[src/rtl/regfile_pkg.sv]
// Shared constants and entry type for the register-file write path.
package regfile_pkg;
    localparam int REG_ID_W   = 4;
    localparam int NUM_REGS   = 16;
    localparam int DATA_W_DEF = 16;
    localparam logic [REG_ID_W-1:0] ZERO_REG = 4'd0;

    typedef struct packed {
        logic [REG_ID_W-1:0]   reg_id;
        logic [DATA_W_DEF-1:0] data;
    } wr_entry_t;
endpackage

[src/rtl/regfile_write_port_if.sv]
// Write-back request handshake into the register-file write buffer.
interface regfile_write_port_if #(parameter int DATA_W = 16);
    import regfile_pkg::*;
    logic                wr_valid;
    logic                wr_ready;
    logic [REG_ID_W-1:0] wr_reg_id;
    logic [DATA_W-1:0]   wr_data;

    modport master (output wr_valid, wr_reg_id, wr_data, input wr_ready);
    modport slave  (input wr_valid, wr_reg_id, wr_data, output wr_ready);
endinterface

[src/rtl/regfile_write_port_decoder.sv]
// 4-to-16 one-hot wordline decoder; all zeros when disabled.
module WriteDecoder_4_16
    import regfile_pkg::*;
(
    input  logic [REG_ID_W-1:0] RegId,
    input  logic                WriteEn,
    output logic [NUM_REGS-1:0] Wordline
);
    always_comb begin
        Wordline = '0;
        if (WriteEn) Wordline[RegId] = 1'b1;
    end
endmodule

[src/rtl/regfile_write_port.sv]
// Buffered register-file write port: FIFO of pending write-backs drained one per
// cycle, with youngest-match forwarding to both read ports.
module regfile_write_port
    import regfile_pkg::*;
#(
    parameter int DEPTH  = 2,
    parameter int DATA_W = 16
) (
    input  logic                 clk,
    input  logic                 rst_n,
    regfile_write_port_if.slave  wr,
    input  logic                 rf_busy,
    output logic                 WriteEnable,
    output logic [NUM_REGS-1:0]  WriteWordline,
    output logic [DATA_W-1:0]    WriteData,
    input  logic [REG_ID_W-1:0]  rd_id1,
    input  logic [REG_ID_W-1:0]  rd_id2,
    output logic                 fwd_hit1,
    output logic                 fwd_hit2,
    output logic [DATA_W-1:0]    fwd_data1,
    output logic [DATA_W-1:0]    fwd_data2,
    output logic                 empty
);
    localparam int PTR_W = $clog2(DEPTH);
    localparam int CNT_W = PTR_W + 1;

    typedef struct packed {
        logic [REG_ID_W-1:0] reg_id;
        logic [DATA_W-1:0]   data;
    } entry_t;

    entry_t             mem [DEPTH];
    logic [PTR_W-1:0]   head, tail, idx;
    logic [CNT_W-1:0]   count;
    logic               full, push, pop, wl_en;

    assign full        = (count == CNT_W'(DEPTH));
    assign empty       = (count == '0);
    assign wr.wr_ready = !full;
    assign push        = wr.wr_valid & !full;
    assign WriteEnable = !empty & !rf_busy;
    assign pop         = WriteEnable;
    assign WriteData   = empty ? '0 : mem[head].data;
    // R0 commits still pulse WriteEnable but must not select a wordline.
    assign wl_en       = WriteEnable && (mem[head].reg_id != ZERO_REG);

    WriteDecoder_4_16 u_dec (
        .RegId    (mem[head].reg_id),
        .WriteEn  (wl_en),
        .Wordline (WriteWordline)
    );

    always_ff @(posedge clk or negedge rst_n) begin
        if (!rst_n) begin
            head  <= '0;
            tail  <= '0;
            count <= '0;
            for (int i = 0; i < DEPTH; i++) mem[i] <= '0;
        end else begin
            if (push) begin
                mem[tail] <= '{reg_id: wr.wr_reg_id, data: wr.wr_data};
                tail      <= tail + PTR_W'(1);
            end
            if (pop) head <= head + PTR_W'(1);
            case ({push, pop})
                2'b10:   count <= count + CNT_W'(1);
                2'b01:   count <= count - CNT_W'(1);
                default: count <= count;
            endcase
        end
    end

    // Walk oldest to youngest so the last match (nearest tail) wins.
    always_comb begin
        fwd_hit1  = 1'b0;
        fwd_hit2  = 1'b0;
        fwd_data1 = '0;
        fwd_data2 = '0;
        idx       = '0;
        for (int i = 0; i < DEPTH; i++) begin
            idx = head + PTR_W'(i);
            if ((CNT_W'(i) < count) && (mem[idx].reg_id != ZERO_REG)) begin
                if (mem[idx].reg_id == rd_id1) begin
                    fwd_hit1  = 1'b1;
                    fwd_data1 = mem[idx].data;
                end
                if (mem[idx].reg_id == rd_id2) begin
                    fwd_hit2  = 1'b1;
                    fwd_data2 = mem[idx].data;
                end
            end
        end
    end
endmodule

[src/flat_wrapper.sv]
// flat-port wrapper written by rule: the top's interface ports become plain ports
module regfile_write_port_flat import regfile_pkg::*;
#(
    parameter int DEPTH  = 2,
    parameter int DATA_W = 16
)
  (clk, rst_n, rf_busy, WriteEnable, WriteWordline, WriteData, rd_id1, rd_id2, fwd_hit1, fwd_hit2, fwd_data1, fwd_data2, empty, wr_wr_valid, wr_wr_reg_id, wr_wr_data, wr_wr_ready);
  regfile_write_port_if #(.DATA_W(DATA_W)) wr_i ();
  input  logic clk;
  input  logic rst_n;
  input  logic rf_busy;
  output logic WriteEnable;
  output logic [NUM_REGS-1:0] WriteWordline;
  output logic [DATA_W-1:0] WriteData;
  input  logic [REG_ID_W-1:0] rd_id1;
  input  logic [REG_ID_W-1:0] rd_id2;
  output logic fwd_hit1;
  output logic fwd_hit2;
  output logic [DATA_W-1:0] fwd_data1;
  output logic [DATA_W-1:0] fwd_data2;
  output logic empty;
  input wire logic [$bits(wr_i.wr_valid)-1:0] wr_wr_valid;
  input wire logic [$bits(wr_i.wr_reg_id)-1:0] wr_wr_reg_id;
  input wire logic [$bits(wr_i.wr_data)-1:0] wr_wr_data;
  output wire logic [$bits(wr_i.wr_ready)-1:0] wr_wr_ready;
  assign wr_i.wr_valid = wr_wr_valid;
  assign wr_i.wr_reg_id = wr_wr_reg_id;
  assign wr_i.wr_data = wr_wr_data;
  assign wr_wr_ready = wr_i.wr_ready;
  regfile_write_port #(.DEPTH(DEPTH), .DATA_W(DATA_W)) u_core (.clk(clk), .rst_n(rst_n), .wr(wr_i), .rf_busy(rf_busy), .WriteEnable(WriteEnable), .WriteWordline(WriteWordline), .WriteData(WriteData), .rd_id1(rd_id1), .rd_id2(rd_id2), .fwd_hit1(fwd_hit1), .fwd_hit2(fwd_hit2), .fwd_data1(fwd_data1), .fwd_data2(fwd_data2), .empty(empty));
endmodule
[config.mk]
export PLATFORM = sky130hd
export DESIGN_NAME = regfile_write_port_flat
export DESIGN_NICKNAME = d
export VERILOG_FILES = /design/src/rtl/regfile_pkg.sv /design/src/rtl/regfile_write_port_if.sv /design/src/rtl/regfile_write_port_decoder.sv /design/src/rtl/regfile_write_port.sv /design/src/flat_wrapper.sv
export SDC_FILE = /design/constraint.sdc
export NUM_CORES = 1
export LEC_CHECK = 0
export ABC_AREA = 1
export ABC_CLOCK_PERIOD_IN_PS = 5600
export CAP_MARGIN = 20
export CORE_ASPECT_RATIO = 1.75
export CORE_MARGIN = 2
export CORE_UTILIZATION = 52
export CTS_CLUSTER_DIAMETER = 40
export DETAILED_ROUTE_END_ITERATION = 6
export GPL_TIMING_DRIVEN = 0
export PLACE_DENSITY_LB_ADDON = 0.15
export SETUP_SLACK_MARGIN = 0.3
export SLEW_MARGIN = 10
export SYNTH_ARGS = -nofsm -noshare
export SYNTH_HDL_FRONTEND = slang
export SYNTH_SLANG_ARGS = --single-unit
[constraint.sdc]
create_clock -name clk -period 5.6 [get_ports clk]
set_input_delay 1.12 -clock clk [delete_from_list [all_inputs] [get_ports clk]]
set_output_delay 1.12 -clock clk [all_outputs]
set_load 0.01 [all_outputs]
=== After elaboration in Yosys (flattened, before gate mapping) ===
Index checks and enable logic that the tools add are counted.
Widths: inputs -> output; s select.

* Register bits: 44
* Input bits: 32
* Output and inout port bits: 69
* Logic and storage cells: 73

* $add $sub $neg: 4
* Order comparisons: 8
* Equal/unequal tests: 7
* Multiplexer cells: 30
* Bitwise logic cells: 5
* Reduce and logical (&&, ||, !) cells: 12

{| class="wikitable"
|+ Operators by type and width
! kind !! count
|-
| $mux 16 || 10
|-
| $mux 20 || 7
|-
| $bwmux 40 || 1
|-
| $demux 20 s1 || 1
|-
| $eq 4x4->1 || 4
|-
| $mux 1 || 9
|-
| $reduce_bool 4->1 || 2
|-
| $ge 2x2->1 const B || 3
|-
| $not 1->2 || 3
|-
| $logic_and 1x1->1 || 5
|-
| $lt 4x5->1 const B || 1
|-
| $demux 1 s4 || 1
|-
| $eq 2x2->1 const B || 2
|-
| $ge 4x1->1 const B || 1
|-
| $lt 1x2->1 const A || 2
|-
| $pmux 2 s2 || 1
|-
| $logic_not 1->1 || 3
|-
| $add 1x1->1 const B || 2
|-
| $add 2x1->2 const B || 1
|-
| $and 1x1->1 || 2
|-
| $eq 2x1->1 const B || 1
|-
| $logic_not 2->1 || 1
|-
| $lt 2x1->1 const B || 1
|-
| $reduce_bool 2->1 || 1
|-
| $sub 2x1->2 const B || 1
|}

=== Logic depth before layout (Yosys ltp) ===
Gate-level depths: netlist of the first run.

* Depth after elaboration: 9
* Mapped depth: 12
* Mapped depth without buffers: 10

=== Hierarchy ===
From an unflattened synthesis of the first run, not the netlist that was laid out.

* Cell total of the unflattened synthesis: 557
* Area total of the unflattened synthesis: 3430.8 µm²

{| class="wikitable"
|+ By module, submodules not included
! module !! times used !! cells an instance !! area an instance (µm²) !! seq. area each (µm²)
|-
| regfile_write_port || 1 || 525 || 3304.4 || 1101.1
|-
| WriteDecoder_4_16 || 1 || 32 || 126.4 || 0.0
|}

=== Least setup slack after synthesis of the first run ===
No wires, ideal clock.

* Kind: input-to-output
* Start point: input rd_id2[2]
* End point: output fwd_data2[14]
* Data arrival time: 1.967 ns
* Required time: 4.480 ns
* Path slack: 2.513 ns
* Stages on the path: 9
* Buffers on the path: 2
* Cell sequence: inv_1 nand3_1 nand2_1 nor2_1 and2_1 buf_4 buf_4 nand3_1 nand2_1

* Word-level cells in the longest chain between the ends: 5
* Elaborated cells on any way between the ends: 6
* Those cells by class: 2 x eq/ne; 4 x mux

{| class="wikitable"
|+ Ends and longest elaborated chain
! what !! RTL line !! source
|-
| start, declared || flat_wrapper.sv:16 || <nowiki>input logic [REG_ID_W-1:0] rd_id2;</nowiki>
|-
| $eq 4x4->1 || regfile_write_port.sv:87 || <nowiki>if (mem[idx].reg_id == rd_id2) begin</nowiki>
|-
| $mux 16 || regfile_write_port.sv:87 ||
|-
| $mux 16 || regfile_write_port.sv:82 || <nowiki>if ((CNT_W'(i) < count) && (mem[idx].reg_id != ZERO_REG)) begin</nowiki>
|-
| $mux 16 || regfile_write_port.sv:87 ||
|-
| $mux 16 (*) || regfile_write_port.sv:82 ||
|-
| end, declared || flat_wrapper.sv:20 || <nowiki>output logic [DATA_W-1:0] fwd_data2;</nowiki>
|}

Mark *: on every way between the ends. The rest lies on a longest branch, timed or not.

=== Worst setup path in the final report of the first run ===
* Start point: input rd_id2[1]
* End point: output fwd_data2[8]

The elaborated chain is that of the path after synthesis.

==> out/results.tsv, run 1 <==
stage	metric	value	unit
clock_tree	Clock Tree Buf Depth	2	
setup_path	reg2reg end	u_core.count[1]$_DFFE_PN0P_	
clock_tree	CTS tree	yes	
setup_path	reg-to-reg setup timing slack	3.37	ns
synth	Mapped Cells	549	
setup_path	CP Class	input port to output pin	
timing	endpoints failing setup	0	
power	Peak VDD IR	0.4482	mV
clock_tree	Root Buffer	clkbuf_16	
synth	cell taking the most area after synthesis	dfrtp_1	
clock_tree	clk sink count	44	
floorplanning	num rows	39	
global_routing	largest net degree at the start of global routing	38	
synth	Mapped Nets	585	
floorplanning	core area	6490	sq um
synth	Post-synth ARST share	100.0	%
global_routing	total grt overflow	0	
floorplanning	chip width	65.72	microns
timing	Rel. slew slack	52.11	%
timing	Worst Tran Pin Value	0.7157	ns
place	Placer Congestion	0.9202	
route	Initial DRC Count	355	
setup_path	CP Max Fanout	10	
setup_path	Worst EP arrival	3.25	ns
power	Net Sw Power	1.397	mW
clock_tree	Clk Latency, worst-skew pair	0.29	ns
status	status	complete, no violations	
synth	sequential area share after synthesis	31.77	%
synth	synth unique cells	25	
synth	post-synth top area share	31.77	%
power	sw frac	51.02	%
setup_path	Startpoint Class	input port	
power	leakage power	2.391	nW
layout	final instance area	4746	sq um
clock_tree	clk slew on worst S/H paths	0.06	ns
synth	Post-synth EDFFs	0	
timing	Pins Over Slew Limit	0	
place	DPL Wire Length	9.102	mm
clock_tree	Resized Gates After CTS	0	
synth	Synthesis Warnings	0	
route	Routed Antenna Nets	0	
floorplanning	Ports	101	
power	Comb pwr share	65.2	%
floorplanning	Die Ht	112	microns
layout	Filler cells	562	
hold_path	HP Start	u_core.mem[31]$_DFFE_PN0P_	
timing	Worst Slack Setup Final	1.231	ns
global_routing	global-route wire length before repair	18.56	mm
route	Vias	4056	
place	PortBufs	99	
place	Inst Count DP	731	
power	Clk pwr share	12.5	%
layout	share of layout cells above drive strength 1	7.610	%
hold_path	hold-critical path endpoint	u_core.mem[31]$_DFFE_PN0P_	
route	drt total wl	11.85	mm
layout	final std cells w/o fill	739	
route	drt drc	0	
layout	area delta synth->final	36.93	%
layout	Final Net Count	692	
power	overall power	2.737	mW
clock_tree	total CTS buffers	5	
route	TritonRoute pass-1 iters	6	
clock_tree	H-tree levels	2	
hold_path	Hold Path Class	flip-flop to flip-flop	
power	Reg power frac	22.3	%
power	Int Power	1.341	mW
timing	setup TNS	0	ns
setup_path	reg-to-reg startpoint	u_core.count[0]$_DFFE_PN0P_	
power	power per cell area	576.8	nW/um^2
route	Avg WL per Cell	16.04	microns
global_routing	initial antenna violation count	0	
global_routing	total track usage	33.04	%
timing	Fin. Hold Viols	0	
synth	most common cell in the netlist	nand2_1	
layout	diodes inserted	0	
layout	area taken by multi-input logic gates	1903	sq um
synth	Yosys reg bits	44	
timing	Fmax	0.2289	GHz
setup_path	critical path endpoint category	output pin	
route	drt via density	5.488	
synth	mapped cell area	3466	sq um
clock_tree	Post-CTS Setup Inserts	0	
timing	RSZ-0062 raised after global routing	false	
timing	Final Skew	0.006670	ns
flow_run	Max-cap violations	0	
place	placed inst area	4574	sq um
timing	Tmin final	4.369	ns
place	pre-CTS setup slack	1.263	ns
global_routing	number of global-route vias before repair	3908	
layout	sequential cell area	1101	sq um
setup_path	worst r2r path cells	7	
hold_path	hold-critical path depth	2	
timing	Tcrit/Tclk final	78.03	%
synth	most common library cells after synthesis	nand2_1, nand3_1, o21ai_0, inv_1, dfrtp_1	
clock_tree	cts hold-fix bufs	0	
setup_path	Crit path required time	4.48	ns
synth	largest cells by area after synthesis	dfrtp_1, nand2_1, nand3_1	
floorplanning	Die Footprint	7360	sq um
floorplanning	Initial Utilization	53.40	%
synth	most used flip-flop cell after synthesis	dfrtp_1	
setup_path	Crit. Startpoint	rd_id2[1]	
synth	Synth Area per Inst	6.313	sq um
[cells by family after synthesis]
group                    share of synthesized area [%]
flip-flops                                       31.77
XOR/XNOR                                        0.7583
AND/OR/NAND/NOR                                  41.63
buffers and inverters                            13.32
other                                           0.1082
adder cells (fa/ha/maj)                          1.444
AO/OA/AOI/OAI                                    10.97
[metal layers]
metal  vias to the layer above  GRT usage [%]  routed length [microns]
li1                       1934              -                        -
met1                      1855          33.66                     4066
met2                       220          62.29                     6546
met3                        47          4.242                      714
met4                         0          17.22                      524
met5                         -              0                        0
[state kept, by name, summed over array words and instances (netlist names)]
name / count
u_core.head: 1
u_core.mem: 40
u_core.tail: 1
u_core.count: 2
[worst max-delay path by stage]
stage	to	slack (ns)	cells past startpoint
finish	fwd_data2[8]	1.23	11
global route	fwd_data2[8]	1.11	11
CTS	fwd_data2[5]	1.25	11
detailed placement	fwd_data2[8]	1.26	11
global placement	fwd_data2[14]	1.28	11
floorplan	fwd_data2[14]	2.51	9
[critical path, cell delays in order]
cell and delay [ns]:
clkdlybuf4s50_1 0.51, inv_1 0.07, nand3_1 0.08, nand2_1 0.08
nor2_1 0.18, and2_1 0.15, buf_4 0.14, buf_4 0.18
nand3_1 0.08, nand2_1 0.11, clkdlybuf4s50_1 0.54
[power by group through the flow]
stage	clock, mW	combinational (mW)	sequential (mW)
after floorplan	0	1.12	0.566
after global routing	0.356	1.94	0.623
after global placement	0	1.72	0.601
after detailed placement	0	1.75	0.608
final	0.342	1.78	0.610
after CTS	0.342	1.77	0.604
[per-stage QoR]
| stage | hold WS [ns] | utilization, % |
|---|---|---|
| 6_report | 0.4881 | 73.13 |
| 5_1_grt | 0.5074 | 73.13 |
| 2_1_floorplan | 0.4530 | - |
| 3_3_place_gp | 0.4700 | 70.25 |
| 3_5_place_dp | 0.4746 | 70.48 |
| 4_1_cts | 0.4900 | 73.13 |
[placed cells by master, fill, tap and decap left out, types with 3 or more instances in the layout]
master and instances:
clkbuf_16 5, buf_2 4, nand2_1 163, inv_2 3
nor2_8 3, dfrtp_1 44, buf_4 6, clkbuf_1 17
nand2_2 8, buf_6 5, clkdlybuf4s50_1 98, ha_1 4
inv_1 72, nand2_4 6, nand3_1 85, nor2_1 41
o21ai_0 75
[layout make-up]
| cell class | count | area share (%) |
|---|---|---|
| clock buffers | 5 | 2.636 |
| well taps | 82 | 2.162 |
| flip-flops and latches | 44 | 23.20 |
| plain buffers | 31 | 3.796 |
| inverters | 75 | 5.932 |
| repair buffers | 100 | 21.20 |
| clock inverters | 3 | 0.9755 |
| multi-input cells | 399 | 40.10 |
No activity file was read; power rests on OpenSTA's default activity.
==> inputs of run 2 (changes only) <==
--- a/config.mk
+++ b/config.mk
@@ -6,11 +6,11 @@
 export NUM_CORES = 1
 export LEC_CHECK = 0
 export ABC_AREA = 1
-export ABC_CLOCK_PERIOD_IN_PS = 5600
+export ABC_CLOCK_PERIOD_IN_PS = 4300
 export CAP_MARGIN = 20
 export CORE_ASPECT_RATIO = 1.75
 export CORE_MARGIN = 2
-export CORE_UTILIZATION = 52
+export CORE_UTILIZATION = 48
 export CTS_CLUSTER_DIAMETER = 40
 export DETAILED_ROUTE_END_ITERATION = 6
 export GPL_TIMING_DRIVEN = 0
==> constraint.sdc (replaced) <==
create_clock -name clk -period 4.3 [get_ports clk]
set_input_delay 0.86 -clock clk [delete_from_list [all_inputs] [get_ports clk]]
set_output_delay 0.86 -clock clk [all_outputs]
set_load 0.01 [all_outputs]
==> out/results.tsv, run 2 (same netlist as run 1, synthesis figures left out) <==
stage	metric	value	unit
status	status	complete, no violations	
power	Reg power frac	22.4	%
power	Peak VDD IR	0.5568	mV
route	Avg WL per Cell	15.48	microns
clock_tree	total CTS buffers	5	
layout	sequential cell area	1101	sq um
place	PortBufs	99	
timing	Fin. Hold Viols	0	
power	Clk pwr share	12.6	%
route	Routed Antenna Nets	0	
clock_tree	cts hold-fix bufs	0	
timing	Tmin final	3.852	ns
setup_path	Worst EP arrival	2.99	ns
clock_tree	Post-CTS Setup Inserts	0	
layout	Largest register FFs	40	
route	Initial DRC Count	339	
global_routing	global-route wire length before repair	18.40	mm
timing	Worst Slack Setup Final	0.4479	ns
layout	Most flops, register	u_core.mem	
route	Vias	4011	
clock_tree	Clk Latency, worst-skew pair	0.29	ns
layout	most common cell after layout, fill and taps aside	nand2_1	
route	drt drc	0	
floorplanning	core area	7079	sq um
setup_path	Startpoint Class	input port	
global_routing	largest net degree at the start of global routing	35	
route	TritonRoute pass-1 iters	7	
layout	share of layout cells above drive strength 1	7.915	%
setup_path	CP Max Fanout	10	
flow_run	Max-cap violations	0	
route	drt via density	5.398	
global_routing	initial antenna violation count	0	
layout	Final Net Count	692	
place	DPL Wire Length	8.967	mm
timing	hold_ws	0.4473	ns
timing	Tcrit/Tclk final	89.58	%
layout	diodes inserted	0	
setup_path	CP Class	input port to output pin	
clock_tree	Resized Gates After CTS	0	
timing	endpoints failing setup	0	
timing	Pins Over Slew Limit	0	
power	leakage power	2.391	nW
clock_tree	clk sink count	44	
floorplanning	Initial Utilization	48.96	%
clock_tree	clk slew on worst S/H paths	0.06	ns
layout	Filler cells	667	
power	power per cell area	746.3	nW/um^2
timing	Worst Tran Pin Value	0.5699	ns
global_routing	total grt overflow	0	
timing	Rel. slew slack	62.01	%
clock_tree	H-tree levels	2	
setup_path	reg-to-reg startpoint	u_core.count[0]$_DFFE_PN0P_	
layout	area delta synth->final	37.22	%
clock_tree	Root Buffer	clkbuf_16	
floorplanning	Ports	101	
setup_path	reg2reg end	u_core.count[1]$_DFFE_PN0P_	
global_routing	total track usage	31.04	%
setup_path	Crit path required time	3.44	ns
layout	commonest cells after routing, fill and taps aside	nand2_1, clkdlybuf4s50_1, nand3_1	
timing	Fmax	0.2596	GHz
route	drt total wl	11.50	mm
hold_path	Hold Path Class	input port to async pin	
power	Comb pwr share	65.0	%
clock_tree	Clock Tree Buf Depth	2	
floorplanning	Die Ht	116.4	microns
timing	setup TNS	0	ns
setup_path	reg-to-reg setup timing slack	2.22	ns
floorplanning	Die Footprint	7943	sq um
timing	Final Skew	0.005605	ns
power	sw frac	50.73	%
power	Net Sw Power	1.800	mW
place	pre-CTS setup slack	0.4489	ns
layout	biggest regs	u_core.mem: 40 flops, u_core.count: 2 flops	
setup_path	critical path endpoint category	output pin	
power	Int Power	1.749	mW
timing	RSZ-0062 raised after global routing	false	
place	Placer Congestion	0.9299	
layout	area taken by multi-input logic gates	1908	sq um
floorplanning	num rows	41	
clock_tree	CTS tree	yes	
global_routing	number of global-route vias before repair	3842	
setup_path	worst r2r path cells	6	
floorplanning	chip width	68.24	microns
==> run 2: cell counts in the layout (fill, tap and decap cells not counted) <==
No cell type changed its count.
==> run 2: final cells by class <==
class | instances | share of cell area [%]
inverter | 75 | 5.919
sequential | 44 | 23.15
clock inverter | 3 | 0.9734
multi-input combinational | 399 | 40.12
tap | 86 | 2.263
clock buffer | 5 | 2.631
buffer | 31 | 3.788
timing repair buffer | 100 | 21.15
==> run 2: how the worst max path moves through the flow <==
stage                          from       endpoint  slack, ns  cells after the start
final                     rd_id1[1]  fwd_data1[13]       0.45                     11
after global routing      rd_id2[1]   fwd_data2[5]       0.34                     11
after CTS                 rd_id2[1]  fwd_data2[12]       0.42                     11
after detailed placement  rd_id2[1]  fwd_data2[12]       0.45                     11
after global placement    rd_id2[1]   fwd_data2[5]       0.48                     11
after floorplan           rd_id2[2]  fwd_data2[14]       1.73                      9
==> run 2: per-layer routing <==
| layer | vias up | track usage (%) | wire (microns) |
|---|---|---|---|
| met5 | - | 0 | 0 |
| met3 | 50 | 3.854 | 742 |
| li1 | 1935 | - | - |
| met4 | 0 | 17.73 | 562 |
| met2 | 209 | 56.18 | 6214 |
| met1 | 1817 | 33.42 | 3981 |
==> run 2: power by group through the flow <==
stage | Sequential (mW) | Clock, mW | Combinational (mW)
after CTS | 0.789 | 0.450 | 2.28
after global routing | 0.816 | 0.469 | 2.55
after detailed placement | 0.795 | 0 | 2.27
after global placement | 0.789 | 0 | 2.21
final | 0.796 | 0.446 | 2.31
after floorplan | 0.737 | 0 | 1.45
==> run 2: through the flow <==
step | cell area [sq um] | util [%] | power [mW] | instances
floorplan | 3466 | - | 2.192 | 549
global placement | 4564 | 64.48 | 2.999 | 734
detailed placement | 4579 | 64.69 | 3.061 | 735
CTS | 4751 | 67.11 | 3.522 | 743
global route | 4756 | 67.18 | 3.833 | 743
finish | 4756 | 67.18 | 3.549 | 743
==> run 2: critical path, stage by stage <==
cell and delay [ns]:
clkdlybuf4s50_1 0.51, inv_1 0.07, nand2_1 0.06, nand2_1 0.05, nor2_1 0.25, nand2_2 0.15
nor2_8 0.15, buf_6 0.16, nand3_1 0.09, nand2_1 0.09, clkdlybuf4s50_1 0.54
